### src/rtl/wb_pkg.sv
`default_nettype none
// +----------------------------------------------------------------------+
// | wb_pkg : shared types and alignment constants for writeback_queue     |
// | Rev 1.0                                                              |
// +----------------------------------------------------------------------+
package wb_pkg;

    typedef enum logic [1:0] {
        LD_B = 2'd0,
        LD_H = 2'd1,
        LD_W = 2'd2,
        LD_D = 2'd3
    } ld_size_e;

    localparam int WB_DATA_W_MAX = 64;
    localparam int WB_REG_AW_MAX = 8;

    typedef struct packed {
        logic [WB_REG_AW_MAX-1:0] addr;
        logic [WB_DATA_W_MAX-1:0] data;
    } wb_entry_t;

    // Granule sizes in bytes; masks clear the misaligned low offset bits.
    localparam int HALF_ALIGN = 2;
    localparam int WORD_ALIGN = 4;

endpackage
`default_nettype wire

### src/rtl/wb_load_align.sv
`default_nettype none
// +----------------------------------------------------------------------+
// | wb_load_align : selects the addressed load granule and extends it     |
// | Rev 1.0                                                              |
// +----------------------------------------------------------------------+
module wb_load_align
    import wb_pkg::*;
#(
    parameter int DATA_W = 32,
    parameter int OFF_W  = $clog2(DATA_W / 8)
) (
    input  logic [DATA_W-1:0] rdata_i,
    input  logic [OFF_W-1:0]  offset_i,
    input  ld_size_e          size_i,
    input  logic              unsigned_i,
    output logic [DATA_W-1:0] data_o
);

    localparam logic [OFF_W-1:0]  HALF_MASK = ~OFF_W'(HALF_ALIGN - 1);
    localparam logic [OFF_W-1:0]  WORD_MASK = ~OFF_W'(WORD_ALIGN - 1);
    localparam logic [DATA_W-1:0] B_KEEP    = DATA_W'(8'hFF);
    localparam logic [DATA_W-1:0] H_KEEP    = DATA_W'(16'hFFFF);
    localparam logic [DATA_W-1:0] W_KEEP    = DATA_W'(32'hFFFF_FFFF);

    logic [DATA_W-1:0] w_sh_b, w_sh_h, w_sh_w, w_sel, w_keep, w_ext;
    logic              w_sign;

    // Keep mask selects the granule bits; everything above is the extension.
    always_comb begin
        w_sh_b = rdata_i >> {offset_i, 3'b000};
        w_sh_h = rdata_i >> {offset_i & HALF_MASK, 3'b000};
        w_sh_w = rdata_i >> {offset_i & WORD_MASK, 3'b000};
        w_sel  = rdata_i;
        w_keep = '1;
        w_sign = 1'b0;
        case (size_i)
            LD_B: begin w_sel = w_sh_b; w_keep = B_KEEP; w_sign = w_sh_b[7];  end
            LD_H: begin w_sel = w_sh_h; w_keep = H_KEEP; w_sign = w_sh_h[15]; end
            LD_W: begin w_sel = w_sh_w; w_keep = W_KEEP; w_sign = w_sh_w[31]; end
            default: ;
        endcase
        w_ext  = {DATA_W{w_sign & ~unsigned_i}};
        data_o = (w_sel & w_keep) | (w_ext & ~w_keep);
    end

endmodule
`default_nettype wire

### src/rtl/writeback_queue.sv
`default_nettype none
// +----------------------------------------------------------------------+
// | writeback_queue : MEM->WB stage, in-order queue draining to RF ports  |
// | Rev 1.0                                                              |
// +----------------------------------------------------------------------+
module writeback_queue
    import wb_pkg::*;
#(
    parameter int LANES    = 2,
    parameter int WR_PORTS = 1,
    parameter int DATA_W   = 32,
    parameter int REG_AW   = 5,
    parameter int DEPTH    = 4
) (
    input  logic                         clk,
    input  logic                         rst,
    input  logic [LANES-1:0]             in_valid,
    output logic                         in_ready,
    input  logic [LANES-1:0]             in_reg_write,
    input  logic [LANES-1:0]             in_mem_to_reg,
    input  logic [2*LANES-1:0]           in_ld_size,
    input  logic [LANES-1:0]             in_ld_unsigned,
    input  logic [DATA_W*LANES-1:0]      in_alu_out,
    input  logic [DATA_W*LANES-1:0]      in_read_data,
    input  logic [REG_AW*LANES-1:0]      in_write_reg,
    output logic [WR_PORTS-1:0]          wr_en,
    output logic [REG_AW*WR_PORTS-1:0]   wr_addr,
    output logic [DATA_W*WR_PORTS-1:0]   wr_data,
    output logic [$clog2(DEPTH):0]       count
);

    localparam int PTR_W = $clog2(DEPTH);
    localparam int CNT_W = PTR_W + 1;
    localparam int OFF_W = $clog2(DATA_W / 8);
    localparam logic [CNT_W-1:0] C_LANES = CNT_W'(LANES);
    localparam logic [CNT_W-1:0] C_DEPTH = CNT_W'(DEPTH);
    localparam logic [CNT_W-1:0] C_PORTS = CNT_W'(WR_PORTS);

    logic [REG_AW-1:0]          mem_addr_q [DEPTH];
    logic [DATA_W-1:0]          mem_data_q [DEPTH];
    logic [PTR_W-1:0]           head_q, head_d, tail_q, tail_d;
    logic [CNT_W-1:0]           count_q, count_d, push_cnt, pop_cnt;
    logic [WR_PORTS-1:0]        wr_en_q, wr_en_d;
    logic [REG_AW*WR_PORTS-1:0] wr_addr_q, wr_addr_d;
    logic [DATA_W*WR_PORTS-1:0] wr_data_q, wr_data_d;

    logic [LANES-1:0]  w_keep;
    logic [DATA_W-1:0] w_ld_data [LANES];
    logic [DATA_W-1:0] w_result  [LANES];
    logic [DEPTH-1:0]  w_slot_we;
    logic [REG_AW-1:0] w_slot_addr [DEPTH];
    logic [DATA_W-1:0] w_slot_data [DEPTH];

    for (genvar l = 0; l < LANES; l++) begin : g_lane
        wb_load_align #(.DATA_W(DATA_W)) u_align (
            .rdata_i    (in_read_data[l*DATA_W +: DATA_W]),
            .offset_i   (in_alu_out[l*DATA_W +: OFF_W]),
            .size_i     (ld_size_e'(in_ld_size[2*l +: 2])),
            .unsigned_i (in_ld_unsigned[l]),
            .data_o     (w_ld_data[l])
        );
        assign w_keep[l]   = in_valid[l] & in_reg_write[l] & (in_write_reg[l*REG_AW +: REG_AW] != '0);
        assign w_result[l] = in_mem_to_reg[l] ? w_ld_data[l] : in_alu_out[l*DATA_W +: DATA_W];
    end

    // Space for a full lane group is required; this cycle's pops are not credited.
    assign in_ready = (C_DEPTH - count_q) >= C_LANES;

    always_comb begin
        logic [PTR_W-1:0] slot;
        slot      = '0;
        push_cnt  = '0;
        w_slot_we = '0;
        for (int s = 0; s < DEPTH; s++) begin
            w_slot_addr[s] = '0;
            w_slot_data[s] = '0;
        end
        for (int l = 0; l < LANES; l++) begin
            if (in_ready && w_keep[l]) begin
                slot              = tail_q + PTR_W'(push_cnt);
                w_slot_we[slot]   = 1'b1;
                w_slot_addr[slot] = in_write_reg[l*REG_AW +: REG_AW];
                w_slot_data[slot] = w_result[l];
                push_cnt          = push_cnt + CNT_W'(1);
            end
        end
    end

    always_comb begin
        logic [PTR_W-1:0] rd;
        rd        = '0;
        pop_cnt   = (count_q < C_PORTS) ? count_q : C_PORTS;
        wr_en_d   = '0;
        wr_addr_d = '0;
        wr_data_d = '0;
        for (int p = 0; p < WR_PORTS; p++) begin
            if (CNT_W'(p) < pop_cnt) begin
                rd                                = head_q + PTR_W'(p);
                wr_en_d[p]                        = 1'b1;
                wr_addr_d[p*REG_AW +: REG_AW]     = mem_addr_q[rd];
                wr_data_d[p*DATA_W +: DATA_W]     = mem_data_q[rd];
            end
        end
        head_d  = head_q + PTR_W'(pop_cnt);
        tail_d  = tail_q + PTR_W'(push_cnt);
        count_d = count_q + push_cnt - pop_cnt;
    end

    // Entry storage carries no reset: occupancy is defined solely by the pointers.
    always_ff @(posedge clk) begin
        for (int s = 0; s < DEPTH; s++) begin
            if (w_slot_we[s]) begin
                mem_addr_q[s] <= w_slot_addr[s];
                mem_data_q[s] <= w_slot_data[s];
            end
        end
    end

    always_ff @(posedge clk or negedge rst) begin
        if (!rst) begin
            head_q    <= '0;
            tail_q    <= '0;
            count_q   <= '0;
            wr_en_q   <= '0;
            wr_addr_q <= '0;
            wr_data_q <= '0;
        end else begin
            head_q    <= head_d;
            tail_q    <= tail_d;
            count_q   <= count_d;
            wr_en_q   <= wr_en_d;
            wr_addr_q <= wr_addr_d;
            wr_data_q <= wr_data_d;
        end
    end

    assign wr_en   = wr_en_q;
    assign wr_addr = wr_addr_q;
    assign wr_data = wr_data_q;
    assign count   = count_q;

endmodule
`default_nettype wire

### config.mk
export PLATFORM = sky130hd
export DESIGN_NAME = writeback_queue
export DESIGN_NICKNAME = d
export VERILOG_FILES = /design/src/rtl/wb_pkg.sv /design/src/rtl/wb_load_align.sv /design/src/rtl/writeback_queue.sv
export SDC_FILE = /design/constraint.sdc
export NUM_CORES = 1
export LEC_CHECK = 0
export ABC_AREA = 1
export CORE_MARGIN = 5
export CORE_UTILIZATION = 55
export CTS_BUF_LIST = sky130_fd_sc_hd__clkbuf_8
export DETAILED_ROUTE_END_ITERATION = 7
export HOLD_SLACK_MARGIN = 0.08
export PLACE_DENSITY = 0.82
export SETUP_SLACK_MARGIN = 0.3
export SLEW_MARGIN = 20
export SYNTH_ARGS = -nofsm -noshare
export SYNTH_HDL_FRONTEND = slang
export SYNTH_SLANG_ARGS = --single-unit
export TNS_END_PERCENT = 10
### constraint.sdc
create_clock -name clk -period 4.8 [get_ports clk]
set_clock_uncertainty 0.2 [all_clocks]
set_input_delay 0.96 -clock clk [delete_from_list [all_inputs] [get_ports clk]]
set_output_delay 0.96 -clock clk [all_outputs]
set_load 0.05 [all_outputs]
==> results of run 1 <==
-- path summary, 6_finish.rpt --
path | startpoint | end | slack [ns] | cells after the start
max | in_write_reg[0] | mem_data_q[0][16]$_DFFE_PP_ | 1.05 | 13
min | count[0]$_DFF_PN0_ | count[0]$_DFF_PN0_ | 0.30 | 1
max reg2reg | count[0]$_DFF_PN0_ | mem_data_q[0][16]$_DFFE_PP_ | 1.06 | 14
min reg2reg | count[0]$_DFF_PN0_ | count[0]$_DFF_PN0_ | 0.30 | 1
max in group asynchronous | rst | wr_data[18]$_DFF_PN0_ | 2.99 | 3
min in group asynchronous | rst | wr_data[3]$_DFF_PN0_ | 0.58 | 2
-- cell type report --
| cell class | count | area (um^2) | share of cell area |
|---|---|---|---|
| clock buffers | 17 | 234 | 0.0169 |
| clock inverters | 15 | 186 | 0.0135 |
| inverters | 70 | 268 | 0.0194 |
| multi-input cells | 1109 | 5100 | 0.369 |
| flip-flops and latches | 193 | 5570 | 0.403 |
| well taps | 270 | 338 | 0.0244 |
| repair buffers | 219 | 2120 | 0.154 |
-- power by group through the flow --
| stage | Clock (mW) | Combinational [mW] | Sequential, mW |
|---|---|---|---|
| 3_3_place_gp | 0 | 3.18 | 2.58 |
| 2_1_floorplan | 0 | 1.60 | 3.11 |
| 6_report | 1.10 | 3.30 | 2.55 |
| 3_5_place_dp | 0 | 3.25 | 2.59 |
| 5_1_grt | 1.18 | 3.53 | 2.59 |
| 4_1_cts | 1.10 | 3.26 | 2.55 |
-- sequential cells by signal, indices dropped and copies added (netlist names) --
| name | flops |
|---|---|
| head_q | 2 |
| mem_addr_q | 20 |
| count | 3 |
| mem_data_q | 128 |
| wr_addr | 5 |
| wr_en | 1 |
| wr_data | 32 |
| tail_q | 2 |
-- worst max-delay path, delay by kind of cell --
kind	cells	cell delay (ns)
buffers and inverters	7	1.86
adders and majority gates	1	0.26
and+or+nand+nor	5	0.59
-- layer usage --
metal / GRT usage / part of all wire / vias up
met5: 0 / 0.00071 / -
met4: 0.133 / 0.042 / 4
met3: 0.0679 / 0.12 / 131
met2: 0.505 / 0.47 / 828
met1: 0.415 / 0.36 / 5201
li1: - / - / 5147
-- kinds of logic (layout without fill, tap and decap cells) --
kind of cell	count (synthesis)	after routing	share of synthesized area
buf+inv	148	321	0.0563
flops	193	193	0.493
xor+xnor	6	6	0.00465
fa+ha+maj	9	9	0.0106
compound gates	252	252	0.118
simple gates	842	842	0.317
-- layout by cell type (no fill, tap or decap), types with 12 or more instances in the layout --
cell type / Yosys / final
clkdlybuf4s50_1: 0 / 192
or2_2: 25 / 25
nand2_1: 472 / 472
o21ai_0: 125 / 125
nand2_2: 12 / 12
nand3_1: 117 / 117
dfrtp_1: 45 / 43
o22ai_1: 16 / 16
buf_4: 5 / 25
edfxtp_1: 148 / 148
inv_1: 56 / 56
clkbuf_8: 0 / 17
nor2_1: 185 / 185
a21oi_1: 88 / 88
-- metrics by stage --
stage,total power [mW],setup slack [ns],instances
4_1_cts,6.92,1.09,1893
2_1_floorplan,4.71,0.654,1450
3_5_place_dp,5.84,0.627,1860
6_report,6.95,1.05,1893
3_3_place_gp,5.75,0.690,1860
5_1_grt,7.30,0.869,1893
==> metrics.txt, run 1 <==
Rows 52; share of layout cells above drive strength 1 0.0813; Starting Density 0.558; Clock power frac 0.159; wirelength, routed 37.9 mm; fmax about 270 MHz; CTS tree yes; WS Path Type input port to flip-flop; Worst EP required 4.72 ns; vias in the first global route 10,421; grt ovf 0; Top FF cell, synth edfxtp_1; Antenna diodes 0; Final Hold Vio Count 0; worst vdd ir 406 uV; register area share after synthesis 0.493; Synth top area share 0.393; Die Span X 153 um; All-Layer GR Usage 0.314; synth unique cells between 40 and 50; clock root cell clkbuf_8; max-cap violations 0; Startpoint Class input port; EDFF count, synth 148; Final Setup Violations 0; Slew Limit Fails 0; largest net degree at the start of global routing 76; Area Growth Syn to Fin 22.3%; Flop pwr share 0.367; pwr dens 503 nW/um^2; design area 13,800 um^2; GPL Wtd Cong 1.00; initial drt markers 1,302; Core Box Area slightly above 20,000 um^2; Gate Count Post-Synth 1,450; first-pass GRT wire length 57.5 mm; Slowest Stage Delay on Critical Path 0.53 ns; Yosys warning total 0; Async S/R FF share, synth 0.233; First-pass DRT Iterations 5; CP cell instances clkdlybuf4s50_1 > inv_1 > nand4_1 > nand3_1 > inv_2 > ha_1 > inv_1 > nand4_4 > nor2_2 > buf_4 > inv_1 > nand2_1 > buf_4; Avg WL per Cell between 20 and 25 um; max_slew headroom 0.284; Synth Register Bits a little under 200; clock sink count 193; cell mode on critical path inv_1; static leakage 5.92 nW; setup_tns 0 ns; most frequent cell after synthesis nand2_1; worst min path class flip-flop to flip-flop; H-tree level count 4; fin util 0.683; Tcrit/Tclk final 0.781; CP max FO 37; clk buf depth 2; Least-Margin Pin Slew roughly 1.1 ns; top cells by area, synth edfxtp_1 39%, nand2_1 16%, dfrtp_1 10%, nor2_1 6.1%, o21ai_0 5.5%; final hold slack 0.304 ns; chip height 153 um; Logic pwr share 0.475; # DRC 0; routed vias/inst 5.98; switch share 0.455; Net Sw Power 3.16 mW; Synth top cells by count 472 x nand2_1, 185 x nor2_1, 148 x edfxtp_1, 125 x o21ai_0, 117 x nand3_1; syn nets 1,611; minimum clock period 3.75 ns; Port Buf Inserts 193; ANT nets after route 0; clock latency on the worst-skew pair 0.49 ns; Die ar. roughly 24,000 um^2; Critical Path Sink Type flip-flop; Synth Cell Area 11,300 um^2; CP max-delay cell clkdlybuf4s50_1; Int Pwr 3.79 mW; Post-CTS Resized 0; syn_area_per_cell slightly below 8 um^2; Vias roughly 11,000; I/O pin total 194; hold_buf cts 1; WP data arrival 3.68 ns; Detailed Place HPWL 26.4 mm; post-CTS setup buffers 0; dominant cell type by area after synthesis edfxtp_1; nets between 1,500 and 2,000; RSZ-0062 raised after global routing no; number of fill cells 1,680; initial antenna violation count 2; total CTS buffers 17; status finished, final reports clean; Placed Instance Area 13,400 um^2; clock slew at reported path FFs 0.11 ns
Power figures use the tool's default switching activity.
==> inputs of run 2 (changes only) <==
Clock period 4.8 ns to 3.55 ns, I/O delays scaled along.
==> run 2 against run 1 <==
Largest cell class unchanged. Sequential share of layout area decreased by 1.1 points. Power increased by 40%. Clock-buffer cell count unchanged.
==> metrics.txt, run 2 (synthesis results as in run 1) <==
CP max-delay cell dfrtp_2 (was clkdlybuf4s50_1); Startpoint Class flip-flop (was input port); share of layout cells above drive strength 1 0.101 (was 0.0813); vias in the first global route 10,894 (was 10,421); Worst EP required 3.53 ns (was 4.72 ns); initial antenna violation count 2 (unchanged); nets 1,799 (was 1,771); Core Box Area 20,200 um^2 (unchanged); clock slew at reported path FFs 0.09 ns (was 0.11 ns); chip height 153 um (unchanged); All-Layer GR Usage 0.326 (was 0.314); Critical Path Sink mem_addr_q[3][0]$_DFFE_PP_ (was mem_data_q[0][16]$_DFFE_PP_); Die ar. 23,500 um^2 (unchanged); WP data arrival 3.09 ns (was 3.68 ns); reg2reg end mem_addr_q[3][0]$_DFFE_PP_ (was mem_data_q[0][16]$_DFFE_PP_); first-pass GRT wire length 59.7 mm (was 57.5 mm); pwr dens 684 nW/um^2 (was 503 nW/um^2); commonest non-fill, non-tap cell in the layout nand2_1 (unchanged); largest net degree at the start of global routing 39 (was 76); commonest cells after routing, fill and taps aside 468 x nand2_1, 191 x clkdlybuf4s50_1, 184 x nor2_1 (was 472 x nand2_1, 192 x clkdlybuf4s50_1, 185 x nor2_1); Least-Margin Pin Slew 0.942 ns (was 1.07 ns); Tot Pwr 9.74 mW (was 6.95 mW); Int Pwr 5.38 mW (was 3.79 mW); Area Growth Syn to Fin 25.9% (was 22.3%); worst vdd ir 374 uV (was 406 uV); Final Hold Vio Count 0 (unchanged); Tcrit/Tclk final 0.876; clock latency on the worst-skew pair 0.49 ns (about the same); wirelength, routed 39.8 mm (was 37.9 mm); # DRC 0 (unchanged); number of fill cells 1,595 (was 1,680); Slew Limit Fails 0 (unchanged); ANT nets after route 0 (unchanged); CP cell instances inv_2 > ha_1 > nor2_2 > nand3_4 > nand3_1 > inv_2 > ha_1 > or2_1 > nand2_4 > inv_2 > nor2_4 > clkinvlp_4 > buf_12 > nand2_8 (was clkdlybuf4s50_1 > inv_1 > nand4_1 > nand3_1 > inv_2 > ha_1 > inv_1 > nand4_4 > nor2_2 > buf_4 > inv_1 > nand2_1 > buf_4); fmax between 300 and 400 MHz; Port Buf Inserts 193 (unchanged); CP max FO 18 (was 37); Flop pwr share 0.348 (was 0.367); Starting Density 0.558 (unchanged); First-pass DRT Iterations 7 (was 5); Clock power frac 0.155 (was 0.159); grt ovf 0 (unchanged); GPL Wtd Cong 0.966 (was 1.00); Final Setup Violations 0 (unchanged); Avg WL per Cell 20.7 um (was 20.0 um); Detailed Place HPWL 27.1 mm (was 26.4 mm); CTS tree yes (unchanged); area of the multi-input gates 5210 um^2 (was 5100 um^2); Die Span X 153 um (unchanged); RSZ-0062 raised after global routing no (unchanged); minimum clock period 3.11 ns; static leakage 6.10 nW (was 5.92 nW); clock sink count 193 (unchanged); routed vias/inst 6.00 (was 5.98); flip-flop count of the largest register after layout 128 (unchanged); clock root cell clkbuf_8 (unchanged); Logic pwr share 0.497 (was 0.475); total CTS buffers 17 (unchanged); Reg2Reg Depth 14 (unchanged); Top reg by flops mem_data_q (unchanged); Rows 52 (unchanged); crit path buf inv count 5 (was 7); cell mode on critical path inv_2 (was inv_1); I/O pin total 194 (unchanged); max-cap violations 0 (unchanged); clk buf depth 2 (unchanged); cell depth of the worst setup path 14 (was 13); Slowest Stage Delay on Critical Path 0.44 ns (was 0.53 ns); Vias 11,527 (was 11,311); H-tree level count 4 (unchanged); R2R Path Start count[0]$_DFF_PN0_ (unchanged); WS Path Type flip-flop to flip-flop (was input port to flip-flop); Worst Setup SP count[0]$_DFF_PN0_ (was in_write_reg[0]); Seq. cell area 5570 um^2 (about the same); R2R setup slack 0.44 ns (was 1.06 ns); initial drt markers 1,866 (was 1,302); Worst path top cell family by delay simple AND/OR/NAND/NOR gates (was buffers and inverters); max_slew headroom 0.371 (was 0.284); status finished, final reports clean (unchanged); switch share 0.448 (was 0.455); Antenna diodes 0 (unchanged); worst min path class flip-flop to flip-flop (unchanged); setup_tns 0 ns (unchanged); Net Sw Power 4.36 mW (was 3.16 mW); Critical Path Sink Type flip-flop (unchanged)
[run 2: final cells by class]
class | instances | area share
inverters | 70 | 0.0191
multi-input cells | 1112 | 0.366
repair buffers | 244 | 0.170
clock inverters | 15 | 0.0128
well taps | 270 | 0.0237
clock buffers | 17 | 0.0164
flip-flops and latches | 193 | 0.392
[run 2: how the worst min path moves through the flow]
stage | slack (ns) | startpoint | endpoint | cells past startpoint
after floorplan | 0.21 | rst | count[0]$_DFF_PN0_ | 0
after global placement | 0.27 | count[0]$_DFF_PN0_ | count[0]$_DFF_PN0_ | 1
after global routing | 0.34 | count[0]$_DFF_PN0_ | count[0]$_DFF_PN0_ | 1
after detailed placement | 0.29 | count[0]$_DFF_PN0_ | count[0]$_DFF_PN0_ | 1
after CTS | 0.31 | count[0]$_DFF_PN0_ | count[0]$_DFF_PN0_ | 1
final | 0.31 | count[0]$_DFF_PN0_ | count[0]$_DFF_PN0_ | 1
[run 2: layer usage]
| layer | up-vias | wire length, um | global-route usage |
|---|---|---|---|
| li1 | 5209 | - | - |
| met1 | 5158 | 14000 | 0.421 |
| met2 | 967 | 18000 | 0.514 |
| met3 | 189 | 5710 | 0.0871 |
| met4 | 4 | 2000 | 0.155 |
| met5 | - | 26 | 0 |
[run 2: timing repair]
action / CTS / global route
buffers inserted: 0 / 3
gates resized for setup: 1 / 10
endpoints found under the setup margin: 61 / 148
gates cloned: 1 / 2
hold endpoints to repair: 23 / 0
pin swaps: 1 / 2
hold buffers: 1 / 0
[run 2: stage by stage]
stage                util  instances  hold WS [ns]  setup slack (ns)  area (um^2)
detailed placement  0.676       1882         0.295           -0.0952        13700
floorplan               -       1450         0.214             0.240        11300
global route        0.703       1921         0.344             0.303        14200
finish              0.703       1921         0.311             0.439        14200
global placement    0.676       1882         0.271           -0.0230        13700
CTS                 0.698       1916         0.308             0.249        14100
[run 2: power groups by stage]
stage | registers (mW) | clock network (mW) | logic (mW)
2_1_floorplan | 4.19 | 0 | 2.20
3_3_place_gp | 3.42 | 0 | 4.53
3_5_place_dp | 3.44 | 0 | 4.64
4_1_cts | 3.39 | 1.51 | 4.67
5_1_grt | 3.44 | 1.62 | 5.15
6_report | 3.39 | 1.51 | 4.84
[run 2: worst register-to-register path, cell delays in order, from the launching register on]
cell        delay (ns)
dfrtp_2           0.44
inv_2             0.10
ha_1              0.24
nor2_2            0.13
nand3_4           0.13
nand3_1           0.12
inv_2             0.04
ha_1              0.18
or2_1             0.26
nand2_4           0.11
inv_2             0.07
nor2_4            0.18
clkinvlp_4        0.20
buf_12            0.19
nand2_8           0.21
